`config.mk`:
```
export PLATFORM = sky130hd
export DESIGN_NAME = mem_access_stage_flat
export DESIGN_NICKNAME = d
export VERILOG_FILES = /design/src/rtl/mem_stage_pkg.sv /design/src/rtl/mem_access_stage_if.sv /design/src/rtl/mem_timeout_ctr.sv /design/src/rtl/mem_access_stage.sv /design/src/flat_wrapper.sv
export SDC_FILE = /design/constraint.sdc
export NUM_CORES = 1
export LEC_CHECK = 0
export CORE_ASPECT_RATIO = 1.25
export CORE_MARGIN = 2
export CORE_UTILIZATION = 40
export DETAILED_ROUTE_END_ITERATION = 16
export GPL_TIMING_DRIVEN = 0
export PLACE_DENSITY = 0.9
export SYNTH_ARGS = -nofsm -noshare
export SYNTH_HDL_FRONTEND = slang
export SYNTH_SLANG_ARGS = --single-unit
export TNS_END_PERCENT = 30
```
`constraint.sdc`:
```
create_clock -name clk -period 2 [get_ports clk]
set_input_delay 0.2 -clock clk [delete_from_list [all_inputs] [get_ports clk]]
set_output_delay 0.2 -clock clk [all_outputs]
set_load 0.01 [all_outputs]
```
`src/rtl/mem_stage_pkg.sv`:
```
// mem_stage_pkg: state encoding and memory opcodes for the data-memory access stage.
package mem_stage_pkg;
  typedef enum logic [1:0] {S_IDLE, S_ACCESS, S_RESP} state_e;
  localparam logic [3:0] OP_LW = 4'b1000;
  localparam logic [3:0] OP_SW = 4'b1001;
  function automatic logic is_mem_op(input logic [3:0] op);
    return op == OP_LW || op == OP_SW;
  endfunction
endpackage

```
`src/rtl/mem_access_stage_if.sv`:
```
// mem_access_stage_if: execute-side, memory-side and writeback signals of the access stage.
interface mem_access_stage_if #(parameter int DATA_W = 16, parameter int ADDR_W = 16);
  logic              ex_valid;
  logic              ex_ready;
  logic [3:0]        ex_op;
  logic [DATA_W-1:0] ex_alu_out;
  logic [DATA_W-1:0] ex_wdata;
  logic [3:0]        ex_rd;
  logic              ex_wen;
  logic              mem_req;
  logic              mem_we;
  logic [ADDR_W-1:0] mem_addr;
  logic [DATA_W-1:0] mem_wdata;
  logic              mem_ack;
  logic [DATA_W-1:0] mem_rdata;
  logic              wb_valid;
  logic              wb_wen;
  logic [3:0]        wb_rd;
  logic [DATA_W-1:0] wb_data;
  logic              wb_err;
  modport master (
    input  ex_valid, ex_op, ex_alu_out, ex_wdata, ex_rd, ex_wen, mem_ack, mem_rdata,
    output ex_ready, mem_req, mem_we, mem_addr, mem_wdata, wb_valid, wb_wen, wb_rd, wb_data, wb_err
  );
  modport slave (
    output ex_valid, ex_op, ex_alu_out, ex_wdata, ex_rd, ex_wen, mem_ack, mem_rdata,
    input  ex_ready, mem_req, mem_we, mem_addr, mem_wdata, wb_valid, wb_wen, wb_rd, wb_data, wb_err
  );
endinterface

```
`src/rtl/mem_timeout_ctr.sv`:
```
// mem_timeout_ctr: counts ACCESS cycles without ack; expire flags the TIMEOUT-th such cycle.
module mem_timeout_ctr #(parameter int TIMEOUT = 15) (
  input  logic clk,
  input  logic rst,
  input  logic count,
  input  logic clear,
  output logic expire
);
  localparam int W = $clog2(TIMEOUT + 1);
  logic [W-1:0] cnt_q, cnt_d;
  always_comb cnt_d = clear ? '0 : count ? cnt_q + 1'b1 : cnt_q;
  assign expire = count && cnt_q == W'(TIMEOUT - 1);
  always_ff @(posedge clk or negedge rst)
    if (!rst) cnt_q <= '0;
    else      cnt_q <= cnt_d;
endmodule

```
`src/rtl/mem_access_stage.sv`:
```
// mem_access_stage: LW/SW req/ack access to data memory plus one writeback record per instruction.
// Define MEM_TIMEOUT_EN to abort an access after TIMEOUT cycles without mem_ack.
module mem_access_stage
  import mem_stage_pkg::*;
#(
  parameter int DATA_W  = 16,
  parameter int ADDR_W  = 16,
  parameter int TIMEOUT = 15
) (
  input logic                clk,
  input logic                rst,
  mem_access_stage_if.master bus
);
  state_e            state_q, state_d;
  logic [ADDR_W-1:0] addr_q, addr_d;
  logic [DATA_W-1:0] wdata_q, wdata_d, wb_data_q, wb_data_d;
  logic [3:0]        wb_rd_q, wb_rd_d;
  logic              we_q, we_d, wb_wen_q, wb_wen_d, wb_err_q, wb_err_d;
  logic              in_access, take, expire;
  assign in_access = state_q == S_ACCESS;
  assign take      = bus.ex_valid && !in_access;
`ifdef MEM_TIMEOUT_EN
  mem_timeout_ctr #(.TIMEOUT(TIMEOUT)) u_ctr (
    .clk, .rst, .count(in_access && !bus.mem_ack), .clear(!in_access), .expire
  );
`else
  assign expire = 1'b0;
`endif
  always_comb begin
    state_d   = state_q;
    addr_d    = addr_q;
    we_d      = we_q;
    wdata_d   = wdata_q;
    wb_wen_d  = wb_wen_q;
    wb_rd_d   = wb_rd_q;
    wb_data_d = wb_data_q;
    wb_err_d  = wb_err_q;
    if (in_access) begin
      // an ack on the expiring cycle still completes normally
      if (bus.mem_ack || expire) begin
        state_d   = S_RESP;
        wb_err_d  = !bus.mem_ack;
        wb_wen_d  = bus.mem_ack && !we_q;
        wb_data_d = (bus.mem_ack && !we_q) ? bus.mem_rdata : '0;
      end
    end else if (take) begin
      wb_rd_d   = bus.ex_rd;
      wb_err_d  = 1'b0;
      wb_wen_d  = 1'b0;
      wb_data_d = '0;
      if (!is_mem_op(bus.ex_op)) begin
        state_d   = S_RESP;
        wb_wen_d  = bus.ex_wen;
        wb_data_d = bus.ex_alu_out;
      end else if (bus.ex_alu_out[0]) begin
        state_d  = S_RESP;
        wb_err_d = 1'b1;
      end else begin
        state_d = S_ACCESS;
        addr_d  = bus.ex_alu_out[ADDR_W-1:0];
        we_d    = bus.ex_op == OP_SW;
        wdata_d = bus.ex_wdata;
      end
    end else begin
      state_d = S_IDLE;
    end
  end
  always_ff @(posedge clk or negedge rst)
    if (!rst) begin
      state_q   <= S_IDLE;
      addr_q    <= '0;
      we_q      <= 1'b0;
      wdata_q   <= '0;
      wb_wen_q  <= 1'b0;
      wb_rd_q   <= '0;
      wb_data_q <= '0;
      wb_err_q  <= 1'b0;
    end else begin
      state_q   <= state_d;
      addr_q    <= addr_d;
      we_q      <= we_d;
      wdata_q   <= wdata_d;
      wb_wen_q  <= wb_wen_d;
      wb_rd_q   <= wb_rd_d;
      wb_data_q <= wb_data_d;
      wb_err_q  <= wb_err_d;
    end
  assign bus.ex_ready  = !in_access;
  assign bus.mem_req   = in_access;
  assign bus.mem_we    = we_q;
  assign bus.mem_addr  = addr_q;
  assign bus.mem_wdata = wdata_q;
  assign bus.wb_valid  = state_q == S_RESP;
  assign bus.wb_wen    = wb_wen_q;
  assign bus.wb_rd     = wb_rd_q;
  assign bus.wb_data   = wb_data_q;
  assign bus.wb_err    = wb_err_q;
endmodule

```
`src/flat_wrapper.sv`:
```
// flat-port wrapper written by rule: the top's interface ports become plain ports
module mem_access_stage_flat import mem_stage_pkg::*;
#(
  parameter int DATA_W  = 16,
  parameter int ADDR_W  = 16,
  parameter int TIMEOUT = 15
)
  (clk, rst, bus_ex_valid, bus_ex_op, bus_ex_alu_out, bus_ex_wdata, bus_ex_rd, bus_ex_wen, bus_mem_ack, bus_mem_rdata, bus_ex_ready, bus_mem_req, bus_mem_we, bus_mem_addr, bus_mem_wdata, bus_wb_valid, bus_wb_wen, bus_wb_rd, bus_wb_data, bus_wb_err);
  mem_access_stage_if #(.DATA_W(DATA_W), .ADDR_W(ADDR_W)) bus_i ();
  input logic clk;
  input logic rst;
  input wire logic [$bits(bus_i.ex_valid)-1:0] bus_ex_valid;
  input wire logic [$bits(bus_i.ex_op)-1:0] bus_ex_op;
  input wire logic [$bits(bus_i.ex_alu_out)-1:0] bus_ex_alu_out;
  input wire logic [$bits(bus_i.ex_wdata)-1:0] bus_ex_wdata;
  input wire logic [$bits(bus_i.ex_rd)-1:0] bus_ex_rd;
  input wire logic [$bits(bus_i.ex_wen)-1:0] bus_ex_wen;
  input wire logic [$bits(bus_i.mem_ack)-1:0] bus_mem_ack;
  input wire logic [$bits(bus_i.mem_rdata)-1:0] bus_mem_rdata;
  output wire logic [$bits(bus_i.ex_ready)-1:0] bus_ex_ready;
  output wire logic [$bits(bus_i.mem_req)-1:0] bus_mem_req;
  output wire logic [$bits(bus_i.mem_we)-1:0] bus_mem_we;
  output wire logic [$bits(bus_i.mem_addr)-1:0] bus_mem_addr;
  output wire logic [$bits(bus_i.mem_wdata)-1:0] bus_mem_wdata;
  output wire logic [$bits(bus_i.wb_valid)-1:0] bus_wb_valid;
  output wire logic [$bits(bus_i.wb_wen)-1:0] bus_wb_wen;
  output wire logic [$bits(bus_i.wb_rd)-1:0] bus_wb_rd;
  output wire logic [$bits(bus_i.wb_data)-1:0] bus_wb_data;
  output wire logic [$bits(bus_i.wb_err)-1:0] bus_wb_err;
  assign bus_i.ex_valid = bus_ex_valid;
  assign bus_i.ex_op = bus_ex_op;
  assign bus_i.ex_alu_out = bus_ex_alu_out;
  assign bus_i.ex_wdata = bus_ex_wdata;
  assign bus_i.ex_rd = bus_ex_rd;
  assign bus_i.ex_wen = bus_ex_wen;
  assign bus_i.mem_ack = bus_mem_ack;
  assign bus_i.mem_rdata = bus_mem_rdata;
  assign bus_ex_ready = bus_i.ex_ready;
  assign bus_mem_req = bus_i.mem_req;
  assign bus_mem_we = bus_i.mem_we;
  assign bus_mem_addr = bus_i.mem_addr;
  assign bus_mem_wdata = bus_i.mem_wdata;
  assign bus_wb_valid = bus_i.wb_valid;
  assign bus_wb_wen = bus_i.wb_wen;
  assign bus_wb_rd = bus_i.wb_rd;
  assign bus_wb_data = bus_i.wb_data;
  assign bus_wb_err = bus_i.wb_err;
  mem_access_stage #(.DATA_W(DATA_W), .ADDR_W(ADDR_W), .TIMEOUT(TIMEOUT)) u_core (.clk(clk), .rst(rst), .bus(bus_i));
endmodule
```
==> Word-level counts from Yosys, hierarchy flattened <==
Index checks and enable logic that the tools add are counted.
{ "word_totals": {"rom_bits": 0, "output_inout_bits": 58, "mem_count": 0, "latch_bits": 0, "reg_bits": 56, "ram_bits": 0} }
{ "classes": {"n_mul": 0, "n_reduce_logical": 10, "n_bitwise": 2, "div_mod_pow": 0, "order_cmp": 0, "muxes": 19, "n_eq_ne": 5, "n_shift": 0, "addsub": 0} }
{ "op_table": {"columns": ["operator", "n"], "rows": [
  ["16-bit two-way mux", 5],
  ["2-bit two-way mux", 5],
  ["1-bit two-way mux", 9],
  ["4-bit == test, second input constant", 2],
  ["2-bit AND reduction", 2],
  ["4-bit AND reduction", 1],
  ["1-bit zero test", 3],
  ["2-bit by 1-bit == test with 1-bit output, second input constant", 1],
  ["2-bit == test, second input constant", 1],
  ["1-bit logical AND", 2],
  ["2-bit inequality test, second input constant", 1],
  ["1-bit NOT", 2],
  ["2-bit nonzero test", 1],
  ["1-bit logical OR", 1]
]} }

==> Longest topological paths before layout <==
{ "depth": {"depth_word": 5, "mapped_depth": 5} }

==> Worst setup path after synthesis <==
Ideal clock, no wire load.
{ "synth_timing": {"path_kind": "flip-flop to flip-flop", "start": "reg u_core.state_q[1]", "end": "reg u_core.wb_data_q[10] (netlist: u_core.bus.wb_data[10])", "path_slack_ps": 256, "arrival_ps": 1619, "setup_time_ps": 125, "path_stages_with_launch": 6, "synth_period_minus_slack_ps": 1744, "path_cell_list": "dfrtp_1 -> nand2b_4 -> inv_1 -> mux2i_4 -> buf_4 -> mux2_2"} }
{ "synth_between": {"elab_chain_len": 5} }
{ "synth_lines": {"columns": ["element", "line", "rtl"], "rows": [
  ["start, declared", "mem_access_stage.sv:14", "state_e state_q, state_d;"],
  ["start signal, assigned", "mem_access_stage.sv:79", "state_q <= state_d;"],
  ["2-bit by 1-bit == test with 1-bit output *", "mem_access_stage.sv:20", "assign in_access = state_q == S_ACCESS;"],
  ["net bus_mem_req", "flat_wrapper.sv:21", "output wire logic [$bits(bus_i.mem_req)-1:0] bus_mem_req;"],
  ["1-bit zero test", "mem_access_stage.sv:21", "assign take = bus.ex_valid && !in_access;"],
  ["1-bit logical AND", "mem_access_stage.sv:21", null],
  ["2-bit nonzero test (no line)", null, null],
  ["2-bit AND reduction (no line)", null, null],
  ["end signal, assigned", "mem_access_stage.sv:85", "wb_data_q <= wb_data_d;"],
  ["end, declared", "mem_access_stage.sv:16", "logic [DATA_W-1:0] wdata_q, wdata_d, wb_data_q, wb_data_d;"]
]} }
The timed path passes the listed nets; every way through them passes the cells marked *.
A chain may end at the register's enable or synchronous reset.

==> Worst setup path in the final report <==
{ "layout_timing": {"start": "reg u_core.state_q[0]", "end": "out bus_ex_ready"} }
{ "layout_between": {"elab_chain_len": 2} }
{ "layout_lines": {"columns": ["element", "line", "rtl"], "rows": [
  ["2-bit by 1-bit == test with 1-bit output", "mem_access_stage.sv:20", null],
  ["1-bit zero test", "mem_access_stage.sv:88", "assign bus.ex_ready = !in_access;"],
  ["end, declared", "flat_wrapper.sv:20", "output wire logic [$bits(bus_i.ex_ready)-1:0] bus_ex_ready;"]
]} }
No other way between the ends.

==> reports/results.txt <==
Status = finished clean
Max VDD drop = 0.5728 mV
Leakage power = 1.619 nW
Post-DRT Antenna Nets = 0
Worst endpoint required time = 1.80 ns
R2r startpoint = u_core.state_q[1]
Flop and latch count out of synthesis = 56
Slew HR = 62.17%
H-tree depth reported by CTS = 2
Finished Layout Cells = 348
Area contributors post-synth = dfrtp_1 59%, mux2_2 25%, a32o_1 6.8%, buf_2 1.1%, mux2i_4 0.95%
Commonest cells in the netlist = 56 x dfrtp_1, 52 x mux2_2, 16 x a32o_1, 5 x buf_2
Largest net degree at the start of global routing = 41
Synthesized net count = 214
Worst path max stage delay = 0.57 ns
CORE AREA = 5741 um2
Clk_lat worst skew = 0.30 ns
Syn Inst Count = 153
GRT Residual Overflow = 0
Period minus WS final = 1.829 ns
Unrepaired setup endpoints after global routing = no
Post-synthesis average cell area = 15.47 um2
Pwr Density = 897.0 nW/um2
Max-cap violations = 0
Ant diodes = 0
Cell count of the worst reg-to-reg path = 5
Site row count = 31
Clock Tree Root = clkbuf_8
Drt via density = 5.158
Max Slew Vio Count = 0
Setup violations, final = 0
Vias in the first global route = 1903
Most common cell in the synthesized netlist = dfrtp_1
Setup WS pre-CTS = -0.008403 ns
CTS buffer count = 5
Worst EP arrival = 1.63 ns
CTS max path bufs = 2
Count of warnings emitted by yosys = 0
Setup slack, reg-to-reg = 0.29 ns
Setup TNS = 0 ns
Crit-path cells = nand2b_4 > clkbuf_2 > clkdlybuf4s50_1
Crit path capture type = primary output
DR vias = 1795
Sink Count = 56
Chip width = 72.81 um
Crit path max-delay family = buffers and inverters
Register area share after synthesis = 59.20%
Fmax = 546.8 MHz
Hold Vio Cnt, Final = 0
Final worst slack = 0.1713 ns
Worst slew pin tran = 0.5674 ns
First-pass iteration count of the detailed router = 4
TritonCTS clock tree = done
Syn-to-layout area delta = 61.42%
EDFF count, synth = 0
Final Routed Wirelength = 6001 um
Worst path bufs/invs = 2
Cell taking the most area after synthesis = dfrtp_1
Clock skew = 0.006203 ns
Total Routing Usage GR = 18.20%
Residual DRC = 0
Clock transition at path regs = 0.10 ns
Initial DRC count = 64
Final period util = 91.43%
Syn Std Cell Area = 2367 um2
Top FF cell, synth = dfrtp_1
Final GP Congestion = 0.7267
Die Ht = 90.01 um
# port buffers = 117
Starting Density = 41.24%
Global-route wire length before repair = 9335 um
Netlist cell types = 23
Worst setup SP type = flip-flop
Post-DP HPWL = 4452 um
Top cell type's share of synthesized area = 59.20%
Critical-path top delay cell = clkdlybuf4s50_1
CP Max Fanout = 10
Total I/O pin count = 119
Total power draw = 3.427 mW
Layout cells sized above 1 = 27.66%
Worst hold path type = in2async
Ys async rst share = 100.0%
DIE AREA = 6553 um2
RR Endpoint = u_core.bus.wb_data[14]
Nets = 342
Dpl cells = 337
Initial antenna violation count = 0
DR WL/cell = 17.24 um
Setup Crit Path Kind = reg2out
==> metal layers <==
metal | part of all wire, % | up-vias | GRT usage, % | routed length [um]
met3 | 7.6 | 4 | 5.717 | 456
li1 | - | 823 | - | -
met1 | 40 | 888 | 21.50 | 2373
met4 | 0.73 | 0 | 4.321 | 44
met2 | 52 | 80 | 31.67 | 3126
met5 | 0 | - | 0 | 0
==> where the power goes <==
group          total, mW  internal (mW)  leakage (nW)  switching (mW)
Clock              0.983          0.626        0.0784           0.357
Sequential          1.45           1.35         0.684           0.109
Combinational      0.991          0.657         0.857           0.333
==> sequential cells by signal, summed over array words and instances, names as in the netlist <==
signal / cells
u_core.bus.wb_data: 16
u_core.bus.mem_wdata: 16
u_core.state_q: 2
u_core.bus.wb_rd: 4
u_core.bus.wb_wen: 1
u_core.bus.wb_err: 1
u_core.bus.mem_we: 1
u_core.bus.mem_addr: 15
==> placed cells by master (no fill, tap or decap), drive strengths merged, types with 3 or more instances in the layout <==
cell           count
clkdlybuf4s50    116
clkbuf             7
buf               13
dfrtp             56
mux2              52
a32o              16
bufinv             3
==> final cells by class <==
cell class / count / area [um2]
multi-input combinational: 84 / 884.6
buffer: 11 / 75.07
clock inverter: 3 / 90.09
inverter: 2 / 7.507
fill: 451 / 1919
timing repair buffer: 121 / 1211
sequential: 56 / 1401
tap: 66 / 82.58
clock buffer: 5 / 68.82
==> stage by stage <==
step                hold slack [ns]  utilization [%]  cell area (um2)
floorplan                  -0.09559                -             2367
global placement             0.4809            63.08             3621
detailed placement           0.1560            63.34             3636
CTS                          0.3558            66.30             3806
global route                 0.3662            66.57             3821
finish                       0.3504            66.57             3821
==> logic make-up after synthesis <==
kind of cell           count (synthesis)  synth area share [%]
AOI/OAI and AO/OA                     20                 7.770
DFF                                   56                 59.20
other                                  1                0.1584
and+or+nand+nor                        9                 3.330
muxes                                 54                 26.11
buffers and inverters                 13                 3.435
==> how the worst max path moves through the flow <==
stage | depth (start not counted) | slack, ns | start | to
2_1_floorplan | 5 | 0.26 | u_core.state_q[1] | u_core.bus.wb_data[10]
3_3_place_gp | 1 | -1.0 | rst | u_core.bus.wb_rd[3]
3_5_place_dp | 5 | -0.008 | bus_ex_op[1] | u_core.bus.mem_addr[3]
4_1_cts | 5 | 0.04 | u_core.state_q[1] | u_core.bus.wb_data[12]
5_1_grt | 3 | 0.07 | u_core.state_q[0] | bus_ex_ready
6_report | 3 | 0.17 | u_core.state_q[0] | bus_ex_ready
==> repair_timing <==
action	4_1_cts	5_1_grt
gates resized for setup	1	0
hold buffers	1	0
buffers inserted	0	2
endpoints found under the setup margin	1	8
endpoints found under the hold margin	16	0
Power figures use the tool's default switching activity.
